## config.mk

```make
export PLATFORM = sky130hd
export DESIGN_NAME = sid_cmd_player
export DESIGN_NICKNAME = d
export VERILOG_FILES = /design/src/rtl/sid_cmd_player.sv
export SDC_FILE = /design/constraint.sdc
export NUM_CORES = 1
export LEC_CHECK = 0
export BUFFER_PORTS_ARGS = -buffer_cell sky130_fd_sc_hd__buf_2
export CORE_MARGIN = 2
export CORE_UTILIZATION = 41
export DETAILED_ROUTE_END_ITERATION = 7
export GPL_ROUTABILITY_DRIVEN = 1
export REMOVE_ABC_BUFFERS = 1
export SYNTH_ARGS = -nofsm -noshare
export SYNTH_HDL_FRONTEND = slang
export SYNTH_SLANG_ARGS = --single-unit
```

## constraint.sdc

```tcl
create_clock -name clk -period 4 [get_ports clk]
set_input_delay 0.8 -clock clk [delete_from_list [all_inputs] [get_ports clk]]
set_output_delay 0.8 -clock clk [all_outputs]
set_load 0.01 [all_outputs]
```

## src/rtl/sid_cmd_player.sv

```systemverilog
// Streaming SID register-write player: FIFO-buffered {addr,data} commands replayed at one write per ce_1m tick.
// Optional SID_CMD_LONG_DELAY_EN: 16-bit wait counter and address 5'h1e as a data*256 long delay.
module sid_cmd_player #(
    parameter int         DEPTH_LOG2 = 4,
    parameter logic [4:0] DELAY_CMD  = 5'h1f
) (
    input  logic                  clk,
    input  logic                  reset,
    input  logic                  ce_1m,
    input  logic                  cmd_valid,
    input  logic [4:0]            cmd_addr,
    input  logic [7:0]            cmd_data,
    output logic                  cmd_ready,
    output logic                  sid_we,
    output logic [4:0]            sid_addr,
    output logic [7:0]            sid_data,
    output logic [DEPTH_LOG2:0]   level,
    output logic                  idle
);

    localparam int DEPTH = 1 << DEPTH_LOG2;
    localparam int LVL_W = DEPTH_LOG2 + 1;
    localparam logic [LVL_W-1:0] FULL_LVL = LVL_W'(DEPTH);
`ifdef SID_CMD_LONG_DELAY_EN
    localparam int         WAIT_W         = 16;
    localparam logic [4:0] LONG_DELAY_CMD = 5'h1e;
`else
    localparam int         WAIT_W         = 8;
`endif

    logic [12:0]           mem_r [DEPTH];
    logic [DEPTH_LOG2-1:0] wr_ptr_r;
    logic [DEPTH_LOG2-1:0] rd_ptr_r;
    logic [LVL_W-1:0]      level_r;
    logic [WAIT_W-1:0]     wait_r;
    logic                  sid_we_r;
    logic [4:0]            sid_addr_r;
    logic [7:0]            sid_data_r;

    logic                  push_s;
    logic                  pop_s;
    logic [4:0]            head_addr_s;
    logic [7:0]            head_data_s;
    logic [WAIT_W-1:0]     wait_nxt_s;
    logic                  we_nxt_s;
    logic [4:0]            addr_nxt_s;
    logic [7:0]            data_nxt_s;

    assign cmd_ready   = (level_r != FULL_LVL);
    assign push_s      = cmd_valid && cmd_ready;
    assign head_addr_s = mem_r[rd_ptr_r][12:8];
    assign head_data_s = mem_r[rd_ptr_r][7:0];

    // Replay decision: only ce_1m edges advance; pops look at the registered level so there is no bypass.
    always_comb begin
        pop_s      = 1'b0;
        wait_nxt_s = wait_r;
        we_nxt_s   = sid_we_r;
        addr_nxt_s = sid_addr_r;
        data_nxt_s = sid_data_r;
        if (ce_1m) begin
            if (wait_r != '0) begin
                wait_nxt_s = wait_r - WAIT_W'(1);
                we_nxt_s   = 1'b0;
            end else if (level_r == '0) begin
                we_nxt_s   = 1'b0;
            end else if (head_addr_s == DELAY_CMD) begin
                pop_s      = 1'b1;
                wait_nxt_s = WAIT_W'(head_data_s);
                we_nxt_s   = 1'b0;
`ifdef SID_CMD_LONG_DELAY_EN
            end else if (head_addr_s == LONG_DELAY_CMD) begin
                pop_s      = 1'b1;
                wait_nxt_s = {head_data_s, 8'h00};
                we_nxt_s   = 1'b0;
`endif
            end else begin
                pop_s      = 1'b1;
                addr_nxt_s = head_addr_s;
                data_nxt_s = head_data_s;
                we_nxt_s   = 1'b1;
            end
        end else begin
            pop_s = 1'b0;
        end
    end

    // FIFO storage; contents need no reset because the pointers gate every read.
    always_ff @(posedge clk) begin
        if (push_s) begin
            mem_r[wr_ptr_r] <= {cmd_addr, cmd_data};
        end
    end

    // Pointers, occupancy, wait counter and SID write-port registers.
    always_ff @(posedge clk) begin
        if (reset) begin
            wr_ptr_r   <= '0;
            rd_ptr_r   <= '0;
            level_r    <= '0;
            wait_r     <= '0;
            sid_we_r   <= 1'b0;
            sid_addr_r <= 5'h00;
            sid_data_r <= 8'h00;
        end else begin
            if (push_s) begin
                wr_ptr_r <= wr_ptr_r + DEPTH_LOG2'(1);
            end
            if (pop_s) begin
                rd_ptr_r <= rd_ptr_r + DEPTH_LOG2'(1);
            end
            case ({push_s, pop_s})
                2'b10:   level_r <= level_r + LVL_W'(1);
                2'b01:   level_r <= level_r - LVL_W'(1);
                default: level_r <= level_r;
            endcase
            wait_r     <= wait_nxt_s;
            sid_we_r   <= we_nxt_s;
            sid_addr_r <= addr_nxt_s;
            sid_data_r <= data_nxt_s;
        end
    end

    assign sid_we   = sid_we_r;
    assign sid_addr = sid_addr_r;
    assign sid_data = sid_data_r;
    assign level    = level_r;
    assign idle     = (level_r == '0) && (wait_r == '0);

endmodule
```

### Word-level counts from Yosys, hierarchy flattened

Memory sizes are Yosys's and may differ from the RTL's. A register that Yosys moved wholly into a read port is not among the register bits.
Cells that the tools add are included.

| cells by class | value |
|---|---|
| bitwise operators | 3 |
| reductions and logical operators | 9 |
| equal/unequal tests | 5 |
| add/subtract/negate cells | 5 |
| muxes and demuxes | 14 |

Operator list:

| kind | count |
|---|---|
| 8-bit 2-to-1 mux | 3 |
| 5-bit case mux with 2 select lines | 1 |
| 4-bit by 1-bit adder with 4-bit output (second input constant) | 2 |
| 8-bit logical NOT | 1 |
| 1-bit 2-to-1 mux | 8 |
| 4-bit 2-to-1 mux | 2 |
| 8-bit nonzero test | 1 |
| 8-bit by 1-bit subtractor with 8-bit output (second input constant) | 1 |
| 5-bit by 1-bit adder with 5-bit output (second input constant) | 1 |
| 5-bit equality test (second input constant) | 1 |
| 5-bit logical NOT | 1 |
| 5-bit inequality test (second input constant) | 1 |
| 5-bit by 1-bit subtractor with 5-bit output (second input constant) | 1 |
| 4-bit AND reduction | 1 |
| 2-bit nonzero test | 2 |
| 1-bit inverter | 3 |
| 3-bit AND reduction | 1 |
| 2-bit by 1-bit equality test with 1-bit output (second input constant) | 1 |
| 2-bit equality test (second input constant) | 1 |
| 1-bit logical AND | 2 |
| 2-bit inequality test (second input constant) | 1 |

| storage, ports and cells | value |
|---|---|
| bits of input ports | 17 |
| memories | 1 |
| word-level logic and storage cells | 44 |
| output and inout bits | 21 |
| RAM bits | 208 |
| register bits | 35 |

Memories:

| name | words | bits a word | rd ports | clocked after memory_dff | write ports | line | text |
|---|---|---|---|---|---|---|---|
| mem_r | 16 | 13 | 1 | 1 | 1 | 31 | `logic [12:0] mem_r [DEPTH];` |

### Longest topological paths before layout

| depth | value |
|---|---|
| word-level depth | 6 |
| gate-level depth with buffers | 14 |
| gate-level depth less buffers | 12 |

### Least setup slack after synthesis

Ideal clock, no wire load.

| timing | value |
|---|---|
| path kind | flip-flop to flip-flop |
| start | register wait_r[0] |
| end | register level_r[4] (netlist: level[4]) |
| clock period less this slack | 3,391 ps |
| path buffers | 2 |
| arrival | 3,268 ps |
| cell stages (with the launch flop) | 15 |
| data required time | 3,877 ps |
| library setup time | 123 ps |
| setup slack | 609 ps |
| path through | dfxtp_1 -> inv_1 -> ha_1 -> or3b_2 -> a2111oi_4 -> buf_4 -> ha_1 -> clkbuf_1 -> xor2_1 -> ha_1 -> a21oi_1 -> o41ai_4 -> a211o_1 -> a31oi_1 -> mux2_1 |

| on the way | value |
|---|---|
| longest elaborated chain between the ends | 5 |
| elaborated cells on any way between the ends | 7 |
| classes of those cells | eq/ne: 2; mux: 3; reduce/logical: 2 |

Ends and longest elaborated chain:

| element | line | text |
|---|---|---|
| from (decl) | 35 | `logic [WAIT_W-1:0] wait_r;` |
| from (signal assigned) | 117 | `wait_r <= wait_nxt_s;` |
| 8-bit nonzero test (*) | 62 | `if (wait_r != '0) begin` |
| 1-bit 2-to-1 mux (*) | 62 |  |
| 1-bit 2-to-1 mux (*) | 61 | `if (ce_1m) begin` |
| via pop_s | 41 | `logic pop_s;` |
| 2-bit by 1-bit equality test with 1-bit output / 2-bit equality test (equally long branches) | 112 | `case ({push_s, pop_s})` |
| 5-bit case mux with 2 select lines / 2-bit nonzero test (equally long branches) | -- |  |
| to (signal assigned) | 113 | `2'b10: level_r <= level_r + LVL_W'(1);` |
| to (signal assigned) | 114 | `2'b01: level_r <= level_r - LVL_W'(1);` |
| to (signal assigned) | 115 | `default: level_r <= level_r;` |
| to (decl) | 34 | `logic [LVL_W-1:0] level_r;` |

The timed path passes the listed nets; every way through them passes the cells marked *.
A chain may end at the register's enable or synchronous reset.

### Worst setup path in the final report

| timing | value |
|---|---|
| start | register wait_r[1] |
| end | register level_r[4] (netlist: level[4]) |

| on the way | value |
|---|---|
| longest elaborated chain between the ends | 5 |
| elaborated cells on any way between the ends | 7 |
| classes of those cells | eq/ne: 2; mux: 3; reduce/logical: 2 |

Ends and longest elaborated chain:

| element | line |
|---|---|
| 8-bit nonzero test (*) | 62 |
| 1-bit 2-to-1 mux (*) | 62 |
| 1-bit 2-to-1 mux (*) | 61 |
| 2-bit by 1-bit equality test with 1-bit output / 2-bit equality test (equally long branches) | 112 |
| 5-bit case mux with 2 select lines / 2-bit nonzero test (equally long branches) | -- |

Every way passes the cells marked *; elsewhere a longest branch is shown, timed or not.

==> results.ini <==
[outcome]
run_status = finished, final reports clean

[finish]
fin_area_sq_mm = 0.01155
fin_util_pct = 47.76
multiInputGateArea_sq_mm = 0.002809
fill_cells = 1994
layout.nets = 649
instances_no_fill = 966
seq_area_sq_mm = 0.007032
drive_gt1_share_pct = 25.23
area_growth_pct = 14.91
diodes = 0

[timing]
tightest_slew_ns = 0.8323
worst_slack_ns = 0.5961
finalCriticalPeriod_ns = 3.404
maxSlewViolCount = 0
hold_violations = 0
fmax_mhz = 293.8
setup_violations = 0
fin_crit_sh_pct = 85.10
rsz0062_at_grt = false
whs_ns = 0.4546
slew_headroom_pct = 44.31
finClkSkew_ns = 0.01036
fin_tns_setup_ns = 0

[clock_network]
cts.sinks = 247
cts_tree = done
post_cts_resized = 0
root_buffer = clkbuf_16
post_cts_buffers = 0
cts.hold.buffers_added = 0
htree_levels = 1
clockBufferDepth = 3
clock_latency_ns = 0.52
numCtsBuffers = 27
clk_pin_slew_ns = 0.06

[logic_synthesis]
synth_top_cell_by_area = edfxtp_1
synth_common_cells = edfxtp_1 (208), nand2_1 (45), nor2_1 (45), mux4_2 (40), dfxtp_1 (39)
ys_warn_count = 0
synth-seq-cells = 247
yosys-top-cells-area = edfxtp_1 (62%), mux4_2 (9.0%), dfxtp_1 (7.8%)
synth_flop_cell = edfxtp_1
seq_area_frac_synth_pct = 69.93
synth-async-reset-ratio_pct = 0
yosysMostFrequentCell = edfxtp_1
netlist_area_sq_mm = 0.01005
yosysTopAreaCellShare_pct = 62.16
synth_area_per_cell_sq_um = 18.04
synth_edf_count = 208
synthCells = 557
yosysUniqueCellTypes = 58

[pwr]
p_total_mw = 6.796
p_leak_nw = 3.909
p_per_area_mw_per_mm2 = 588.6
vdd_drop_max_mv = 0.2600

[critical_path]
timing.rr.start = wait_r[1]$_SDFFE_PP0P_
worstPathMaxFanout = 8
r2r-end = level[4]$_SDFFE_PP0P_
ff2ff_path_depth = 12
cp-end-kind = register
cp_data_required_time_ns = 4.41
startpoint_type = register
critPathKind = register to register
cp.arrival_ns = 3.81
r2r_slack_ns = 0.60

[floorplanning]
coreArea_sq_mm = 0.02418
fp.dieW_um = 160.6
rows = 57
io_pins = 38
design.die.area_sq_mm = 0.02578
start_util_pct = 41.56
die_height_um = 160.6

[routing]
wire_per_inst_um = 21.48
via_count = 5185
drtAntennaViolNets = 0
routed_via_density = 5.367
wirelength_um = 20750
drc = 0
first_pass_iters = 4
dr.first_iter.drc_count = 530

[min_path]
hold_path_startpoint = sid_we$_SDFFE_PP0P_
min_to = sid_we$_SDFFE_PP0P_
hold_depth = 2
hold_class = register to register

[placed_design]
placed_area_sq_mm = 0.01068
dp.cells = 917
portBuffers = 37
post-place-ws_ns = 0.6189
gp_congestion = 0.8811
dp_hpwl_um = 13600

[grt]
grt_pass1_vias = 5337
grt_pass1_wl_um = 32160
grt.overflow.total = 0
grt_usage_pct = 16.40
grt_max_degree = 30
antenna_found_initial = 0

[flow_run]
cap_violations = 0

[cell type report]
cell class              instances  area share, %
flip-flops and latches        247          60.90
multi-input cells             271          24.33
clock buffers                  29          5.917
well taps                     324          3.511
repair buffers                 64          3.359
clock inverters                20          1.625
inverters                      11         0.3576
[cells by family after synthesis]
family | share of synthesized area [%]
simple gates | 5.803
mux | 16.01
flops | 69.93
buf+inv | 2.316
compound gates | 3.736
fa+ha+maj | 1.245
xor+xnor | 0.9589
[how the worst max path moves through the flow]
stage                           startpoint                endpoint  slack, ns  cells after the start
global placement                 cmd_valid   level[4]$_SDFFE_PP0P_       0.73                     13
floorplan                         register  wait_r[1]$_SDFFE_PP0P_      -0.03                      6
CTS                 wait_r[1]$_SDFFE_PP0P_   level[4]$_SDFFE_PP0P_       0.62                     12
finish              wait_r[1]$_SDFFE_PP0P_   level[4]$_SDFFE_PP0P_       0.60                     12
detailed placement               cmd_valid   level[4]$_SDFFE_PP0P_       0.62                     13
global route        wait_r[0]$_SDFFE_PP0P_   level[4]$_SDFFE_PP0P_       0.45                     12
[report_power, final]
group / total [mW] / internal, mW / switching [mW] / leakage, nW
clock: 2.42 / 1.43 / 0.987 / 0.412
combinational: 1.33 / 0.628 / 0.706 / 1.30
sequential: 3.04 / 2.92 / 0.128 / 2.20
[metal layers]
metal | wire (um) | up-vias | track usage (%)
met3 | 1302 | 30 | 3.177
met5 | 0 | - | 0
met2 | 10230 | 142 | 27.70
met4 | 431 | 0 | 3.767
li1 | - | 2353 | -
met1 | 8794 | 2660 | 22.19
[state kept, by name, summed over array words and instances, names as in the netlist, named ones only]
name and count:
rd_ptr_r 4, sid_addr 5, sid_data 8, level 5
wait_r 8, sid_we 1, mem_r 208, wr_ptr_r 4
[placed cells by master, fill, tap and decap left out, types with 5 or more instances in the layout]
master	n
ha_1	10
buf_2	37
o21ai_0	5
nand2b_1	6
edfxtp_1	208
clkbuf_16	27
buf_4	27
nand3_1	6
inv_1	11
mux4_1	20
xor2_1	8
clkinvlp_4	5
mux2i_1	16
dfxtp_1	37
nand2_1	45
clkinv_1	6
mux4_2	40
a21oi_1	10
nor2_1	45
a22oi_1	6
[critical path, cell delays in order, from the launching register on]
cell and delay, ns:
dfxtp_1 0.32, inv_1 0.13, ha_1 0.18, or3b_2 0.49, a2111oi_4 0.24, ha_1 0.39, xor2_1 0.11, ha_1 0.23
a21oi_1 0.26, o41ai_4 0.14, a211o_1 0.32, a31oi_1 0.17, mux2_1 0.33
Power figures use the tool's default switching activity.
